==> src/rtl/alu_arbiter.sv <==
// -----------------------------------------------------------------------------
// alu_arbiter
//
// Two-requester front end for a single shared combinational ALU. Each
// requester has a valid/ready request channel and a valid/ready response
// channel. A round-robin arbiter moves at most one request per cycle into a
// single issue register. The issue register drives the external ALU. One
// edge later the ALU result is written into the response buffer of the
// requester that owns the operation.
//
// Ports
//   clk, rst_n              clock, asynchronous active-low reset
//   reqN_valid / reqN_ready request handshake, N = 0,1
//   reqN_a, reqN_b          32-bit operands
//   reqN_cmd, reqN_s        opcode (7 = illegal), signed-mode flag
//   rspN_valid / rspN_ready response handshake
//   rspN_data               32-bit result
//   rspN_eg, rspN_ne        compare flags from the ALU
//   rspN_err                illegal-opcode flag
//   alu_a, alu_b            operands presented to the shared ALU
//   alu_cmd, alu_s          opcode and signed flag presented to the ALU
//   alu_out, alu_eg, alu_ne combinational results returned by the ALU
//   op_count                wrapping count of response-buffer writes
//
// Timing
//   edge T   : granted request captured into the issue register
//   edge T+1 : ALU result written into the tagged response buffer, so
//              rspN_valid rises here. The issue register empties unless a
//              new grant refills it on the same edge.
// -----------------------------------------------------------------------------
module alu_arbiter #(
    parameter int unsigned RR_INIT = 0
) (
    input  logic        clk,
    input  logic        rst_n,

    input  logic        req0_valid,
    output logic        req0_ready,
    input  logic [31:0] req0_a,
    input  logic [31:0] req0_b,
    input  logic [2:0]  req0_cmd,
    input  logic        req0_s,

    input  logic        req1_valid,
    output logic        req1_ready,
    input  logic [31:0] req1_a,
    input  logic [31:0] req1_b,
    input  logic [2:0]  req1_cmd,
    input  logic        req1_s,

    output logic        rsp0_valid,
    input  logic        rsp0_ready,
    output logic [31:0] rsp0_data,
    output logic        rsp0_eg,
    output logic        rsp0_ne,
    output logic        rsp0_err,

    output logic        rsp1_valid,
    input  logic        rsp1_ready,
    output logic [31:0] rsp1_data,
    output logic        rsp1_eg,
    output logic        rsp1_ne,
    output logic        rsp1_err,

    output logic [31:0] alu_a,
    output logic [31:0] alu_b,
    output logic [2:0]  alu_cmd,
    output logic        alu_s,
    input  logic [31:0] alu_out,
    input  logic        alu_eg,
    input  logic        alu_ne,

    output logic [15:0] op_count
);

    localparam logic [2:0] CMD_ILLEGAL = 3'd7;
    localparam logic       PRIO_RESET  = (RR_INIT != 0);

    // Issue register
    logic        iss_valid_q, iss_valid_d;
    logic        iss_tag_q,   iss_tag_d;
    logic [31:0] iss_a_q,     iss_a_d;
    logic [31:0] iss_b_q,     iss_b_d;
    logic [2:0]  iss_cmd_q,   iss_cmd_d;
    logic        iss_s_q,     iss_s_d;

    // Response buffers
    logic        rsp0_valid_q, rsp0_valid_d;
    logic [31:0] rsp0_data_q,  rsp0_data_d;
    logic        rsp0_eg_q,    rsp0_eg_d;
    logic        rsp0_ne_q,    rsp0_ne_d;
    logic        rsp0_err_q,   rsp0_err_d;

    logic        rsp1_valid_q, rsp1_valid_d;
    logic [31:0] rsp1_data_q,  rsp1_data_d;
    logic        rsp1_eg_q,    rsp1_eg_d;
    logic        rsp1_ne_q,    rsp1_ne_d;
    logic        rsp1_err_q,   rsp1_err_d;

    // Round-robin priority: 0 = requester 0 wins a tie, 1 = requester 1
    logic        prio_q, prio_d;

    logic [15:0] op_count_q, op_count_d;

    // Arbitration signals
    logic rsp0_drain, rsp1_drain;
    logic elig0, elig1;
    logic cand0, cand1;
    logic grant0, grant1;

    // Writeback signals
    logic        wb_illegal;
    logic        wb0, wb1;
    logic [31:0] wb_data;
    logic        wb_eg, wb_ne, wb_err;

    // -------------------------------------------------------------------------
    // Eligibility and arbitration
    // -------------------------------------------------------------------------
    // A requester may issue only if its response buffer will have room at
    // writeback time (empty now, or draining on this edge) and it has no
    // operation already sitting in the issue register. This caps each
    // requester at one outstanding operation. rst_n gates the candidates so
    // ready stays low for the whole time reset is asserted.
    always_comb begin
        rsp0_drain = rsp0_valid_q & rsp0_ready;
        rsp1_drain = rsp1_valid_q & rsp1_ready;

        elig0 = (~rsp0_valid_q | rsp0_drain) & ~(iss_valid_q & ~iss_tag_q);
        elig1 = (~rsp1_valid_q | rsp1_drain) & ~(iss_valid_q &  iss_tag_q);

        cand0 = req0_valid & elig0 & rst_n;
        cand1 = req1_valid & elig1 & rst_n;

        grant0 = cand0 & (~cand1 | ~prio_q);
        grant1 = cand1 & (~cand0 |  prio_q);
    end

    assign req0_ready = grant0;
    assign req1_ready = grant1;

    // Priority passes to the other requester after any grant. It holds on an
    // idle cycle.
    always_comb begin
        prio_d = prio_q;
        if (grant0) begin
            prio_d = 1'b1;
        end else if (grant1) begin
            prio_d = 1'b0;
        end
    end

    // -------------------------------------------------------------------------
    // Issue register next state
    // -------------------------------------------------------------------------
    // The operands are copied at acceptance. Later changes on reqN_* cannot
    // reach the result. When nothing is granted, only the valid bit drops.
    // The ALU outputs are gated by that bit.
    always_comb begin
        iss_valid_d = grant0 | grant1;
        iss_tag_d   = iss_tag_q;
        iss_a_d     = iss_a_q;
        iss_b_d     = iss_b_q;
        iss_cmd_d   = iss_cmd_q;
        iss_s_d     = iss_s_q;
        if (grant0) begin
            iss_tag_d = 1'b0;
            iss_a_d   = req0_a;
            iss_b_d   = req0_b;
            iss_cmd_d = req0_cmd;
            iss_s_d   = req0_s;
        end else if (grant1) begin
            iss_tag_d = 1'b1;
            iss_a_d   = req1_a;
            iss_b_d   = req1_b;
            iss_cmd_d = req1_cmd;
            iss_s_d   = req1_s;
        end
    end

    assign alu_a   = iss_valid_q ? iss_a_q   : 32'd0;
    assign alu_b   = iss_valid_q ? iss_b_q   : 32'd0;
    assign alu_cmd = iss_valid_q ? iss_cmd_q : 3'd0;
    assign alu_s   = iss_valid_q ? iss_s_q   : 1'b0;

    // -------------------------------------------------------------------------
    // Writeback into response buffers
    // -------------------------------------------------------------------------
    // An illegal opcode never uses the ALU outputs. It writes zero data and
    // zero flags with err set, at the same latency as a legal operation.
    always_comb begin
        wb_illegal = (iss_cmd_q == CMD_ILLEGAL);
        wb0        = iss_valid_q & ~iss_tag_q;
        wb1        = iss_valid_q &  iss_tag_q;
        wb_data    = wb_illegal ? 32'd0 : alu_out;
        wb_eg      = wb_illegal ? 1'b0  : alu_eg;
        wb_ne      = wb_illegal ? 1'b0  : alu_ne;
        wb_err     = wb_illegal;
    end

    // Buffer contents change only on a writeback. Eligibility ensures a
    // writeback lands only in an empty or draining buffer, so a stalled
    // response is never overwritten.
    always_comb begin
        rsp0_valid_d = wb0 | (rsp0_valid_q & ~rsp0_drain);
        rsp0_data_d  = rsp0_data_q;
        rsp0_eg_d    = rsp0_eg_q;
        rsp0_ne_d    = rsp0_ne_q;
        rsp0_err_d   = rsp0_err_q;
        if (wb0) begin
            rsp0_data_d = wb_data;
            rsp0_eg_d   = wb_eg;
            rsp0_ne_d   = wb_ne;
            rsp0_err_d  = wb_err;
        end
    end

    always_comb begin
        rsp1_valid_d = wb1 | (rsp1_valid_q & ~rsp1_drain);
        rsp1_data_d  = rsp1_data_q;
        rsp1_eg_d    = rsp1_eg_q;
        rsp1_ne_d    = rsp1_ne_q;
        rsp1_err_d   = rsp1_err_q;
        if (wb1) begin
            rsp1_data_d = wb_data;
            rsp1_eg_d   = wb_eg;
            rsp1_ne_d   = wb_ne;
            rsp1_err_d  = wb_err;
        end
    end

    always_comb begin
        op_count_d = op_count_q;
        if (iss_valid_q) begin
            op_count_d = op_count_q + 16'd1;
        end
    end

    // -------------------------------------------------------------------------
    // State registers
    // -------------------------------------------------------------------------
    always_ff @(posedge clk or negedge rst_n) begin
        if (!rst_n) begin
            iss_valid_q  <= 1'b0;
            iss_tag_q    <= 1'b0;
            iss_a_q      <= 32'd0;
            iss_b_q      <= 32'd0;
            iss_cmd_q    <= 3'd0;
            iss_s_q      <= 1'b0;
            rsp0_valid_q <= 1'b0;
            rsp0_data_q  <= 32'd0;
            rsp0_eg_q    <= 1'b0;
            rsp0_ne_q    <= 1'b0;
            rsp0_err_q   <= 1'b0;
            rsp1_valid_q <= 1'b0;
            rsp1_data_q  <= 32'd0;
            rsp1_eg_q    <= 1'b0;
            rsp1_ne_q    <= 1'b0;
            rsp1_err_q   <= 1'b0;
            prio_q       <= PRIO_RESET;
            op_count_q   <= 16'd0;
        end else begin
            iss_valid_q  <= iss_valid_d;
            iss_tag_q    <= iss_tag_d;
            iss_a_q      <= iss_a_d;
            iss_b_q      <= iss_b_d;
            iss_cmd_q    <= iss_cmd_d;
            iss_s_q      <= iss_s_d;
            rsp0_valid_q <= rsp0_valid_d;
            rsp0_data_q  <= rsp0_data_d;
            rsp0_eg_q    <= rsp0_eg_d;
            rsp0_ne_q    <= rsp0_ne_d;
            rsp0_err_q   <= rsp0_err_d;
            rsp1_valid_q <= rsp1_valid_d;
            rsp1_data_q  <= rsp1_data_d;
            rsp1_eg_q    <= rsp1_eg_d;
            rsp1_ne_q    <= rsp1_ne_d;
            rsp1_err_q   <= rsp1_err_d;
            prio_q       <= prio_d;
            op_count_q   <= op_count_d;
        end
    end

    assign rsp0_valid = rsp0_valid_q;
    assign rsp0_data  = rsp0_data_q;
    assign rsp0_eg    = rsp0_eg_q;
    assign rsp0_ne    = rsp0_ne_q;
    assign rsp0_err   = rsp0_err_q;

    assign rsp1_valid = rsp1_valid_q;
    assign rsp1_data  = rsp1_data_q;
    assign rsp1_eg    = rsp1_eg_q;
    assign rsp1_ne    = rsp1_ne_q;
    assign rsp1_err   = rsp1_err_q;

    assign op_count   = op_count_q;

endmodule

==> config.mk <==
export PLATFORM = sky130hd
export DESIGN_NAME = alu_arbiter
export DESIGN_NICKNAME = d
export VERILOG_FILES = /design/src/rtl/alu_arbiter.sv
export SDC_FILE = /design/constraint.sdc
export NUM_CORES = 1
export LEC_CHECK = 0
export BUFFER_PORTS_ARGS = -buffer_cell sky130_fd_sc_hd__clkbuf_2
export CAP_MARGIN = 20
export CORE_AREA = 2 2 131 133
export CTS_BUF_LIST = sky130_fd_sc_hd__clkbuf_8
export DETAILED_ROUTE_END_ITERATION = 8
export DIE_AREA = 0 0 133 135
export PLACE_DENSITY = 0.78
export SETUP_SLACK_MARGIN = 0.1
export SKIP_CTS_REPAIR_TIMING = 1
export SYNTH_ARGS = -nofsm -noshare
export SYNTH_HDL_FRONTEND = slang
export SYNTH_SLANG_ARGS = --single-unit
==> constraint.sdc <==
create_clock -name clk -period 5 [get_ports clk]
set_clock_uncertainty 0.2 [all_clocks]
set_input_delay 1.5 -clock clk [delete_from_list [all_inputs] [get_ports clk]]
set_output_delay 1.5 -clock clk [all_outputs]
set_load 0.05 [all_outputs]
==> results.md <==
* Number of input and output port buffers inserted at 333
* Nature of the critical path endpoint: output port
* Post-layout util at 56.8%
* Global-route wire length before repair at 31000 um
* Count of flip-flops with a built-in enable after synthesis at 0
* Leakage power at 4.64 nW
* Remaining antenna violation count at 0
* Sink count of the clock tree at 159
* Fraction of the yosys area taken by sequential cells at 56.3%
* P per Cell Area at 662 nW/um^2
* Slew Limit Headroom at 47.4%
* Synthesis-to-layout area growth at 31.9%
* Clock tree from TritonCTS: built
* Source-to-sink clock delay at the later pin of the worst-skew pair at 440 ps
* Share of the synthesized area in compound gates (AO/OA/AOI/OAI) at 16.4%
* Number of slew-limit violations in the final report at 0
* Tcrit/Tclk final at 84.7%
* Share of cell area taken by muxes after synthesis at 0.159%
* CTS buffer count at 17
* Vias per cell at 5.07
* Area of the die at 18000 sq um
* Status: finished clean
* Placed wire-length estimate after detailed placement at 14000 um
* Worst Tran Pin Value at 790 ps
* Initial cell density of the core at 43.1%
* Reported max-cap violation count at 0
* Post-route DRC violation count at 0
* Crit path max-delay cell type: and2_0
* CTS Root Cell: clkbuf_8
* Main combinational cell family by area after synthesis: simple AND/OR/NAND/NOR gates
* Class of the worst hold path: flip-flop to flip-flop
* Total gr overflow at 0
* Maximum vdd ir drop at 0.353 mV
* Number of antenna violations at the first check in global routing at 0
* Arithmetic-cell share of the synthesized area counting full adders, half adders and majority gates at 0.177%
* Die width at 133 um
* Depth of the CTS H-tree at 4
* Maximum number of pins on one net before global-route repair at 71
* Violation count after the first detailed-route iteration at 323
* Worst Path Class, Setup: input pin to output port
* Element type at the critical path start: input pin
* Final min period at 4230 ps
* Most common cell after layout, fill and taps aside: clkbuf_2
* Most used cells in the layout excluding fill and tap cells: 332 x clkbuf_2, 158 x dfrtp_1, 111 x nand2_1
* Fraction of layout cells with a size suffix above 1 at 45.3%
* Top-level port count at 334
* Slowest stage delay, CP at 280 ps
* Synth Instances at 653
* Global placer's final weighted congestion at 0.877
* Number of rows in the core area at 47
* Final Net Count at 1137
* Total via count after detailed routing at 6043
* Critical Path AT at 2530 ps
* Critical-path cell list: buf_6 > and2_0 > nand4_1 > and2_1 > clkbuf_2
* Total Routing Usage GR at 21.9%
* Fraction of synthesized cell area in xor and xnor cells at 1.86%
* Async S/R FF share, synth at 100%
* Total detailed-routing wirelength at 19600 um
* Simple-Gate Fraction of Synth Area at 21.4%
* Highest clock rate at 0.236 GHz
* Antenna fix cells at 0
* Crit-path max FO at 8
* Number of buffers between clock root and the deepest sink at 2
* Total standard cell area after synthesis at 7070 sq um
* Final Hold Vio Count at 0
* Number of nets produced by synthesis at 830
* Synth Area per Inst at 10.8 sq um
* Synth Flop Type: dfrtp_1
* Number of global-route vias before repair at 5973
* Finish-stage setup viols at 0
* Core box area at 16400 sq um
* Yosys Warn Count at 0
* Worst Path Required at 3300 ps
* CTS clock-pin slew for the worst setup and hold paths at 90 ps
* Synth unique cells at 30
* Pre-antenna DRT Iters at 5
* Minimum setup slack among reg-to-reg paths at 2090 ps
* Die Ht at 135 um
* RSZ-0062 raised after global routing: false
* Aggregate negative setup slack at 0 ps
* Worst Hold Slack at 283 ps
* Number of synthesized register bits at 159
* Average wire per cell in the routed design at 16.4 um
==> synth_stat cells, types with 3 or more instances <==
cell type,n,area (sq um)
nand2_1,112,420
buf_2,14,70.1
nor2_1,7,26.3
inv_1,4,15.0
o221a_2,58,653
clkbuf_1,39,146
xnor2_1,8,70.1
nand3b_1,68,510
nand4_1,6,37.5
o21ai_0,70,350
xor2_1,7,61.3
dfrtp_1,159,3980
and2_1,70,438
nand2b_1,3,18.8
o221a_1,10,113
==> report_power, final <==
part	switching [mW]	leakage [nW]	total, mW	internal, mW
Sequential	0.313	1.91	2.10	1.78
Combinational	2.26	2.50	3.01	0.752
Clock	0.501	0.230	1.07	0.569
Total	3.07	4.64	6.18	3.11
==> kinds of logic after synthesis <==
| logic type | after synthesis |
|---|---|
| AND/OR/NAND/NOR | 275 |
| flip-flops | 159 |
| AO/OA/AOI/OAI | 142 |
| buffers and inverters | 60 |
| XOR/XNOR | 15 |
| multiplexers | 1 |
| adder cells (fa/ha/maj) | 1 |
==> path summary, 6_finish.rpt <==
kind / startpoint / end / depth (start not counted)
worst max-delay path: rst_n / req0_ready / 5
worst min-delay path: op_count[15] / op_count[15] / 1
worst max register to register: iss_valid_q / iss_a_q[4] / 6
worst min register to register: op_count[15] / op_count[15] / 1
max in group asynchronous: rst_n / rsp1_data[21] / 3
min in group asynchronous: rst_n / iss_b_q[5] / 1
==> final cells by class <==
type	instances	area, sq um
clock buffer	18	248
clock inverter	14	203
fill	1438	7080
inverter	4	15.0
multi-input combinational	434	2840
sequential	159	3980
tap	220	275
timing repair buffer	344	1770
==> sequential cells by signal, indices dropped and copies added, names as in the netlist, 3 cells and up <==
signal and count:
rsp1_data 32, rsp0_data 32, op_count 16, iss_a_q 32, iss_b_q 32, iss_cmd_q 3
==> metrics by stage <==
stage	power, mW	area, sq um	std cells	setup WS [ps]
finish	6.18	9330	1193	766
global route	6.52	9330	1193	692
CTS	6.23	9330	1193	753
detailed placement	5.15	8870	1161	752
global placement	5.10	8870	1161	778
floorplan	4.36	7070	653	620
==> layer usage <==
metal  track usage [%]  up-vias  wire length (um)
li1                  -     2923                 -
met1              28.9     2834              8330
met2              36.3      255              9570
met3              4.32       31              1290
met4              7.71        0               375
met5                 0        -                 0
==> critical path, delay by kind of cell <==
family        cells  cell delay (ps)
buf+inv           2              390
simple gates      3              630
Power figures use the tool's default switching activity.
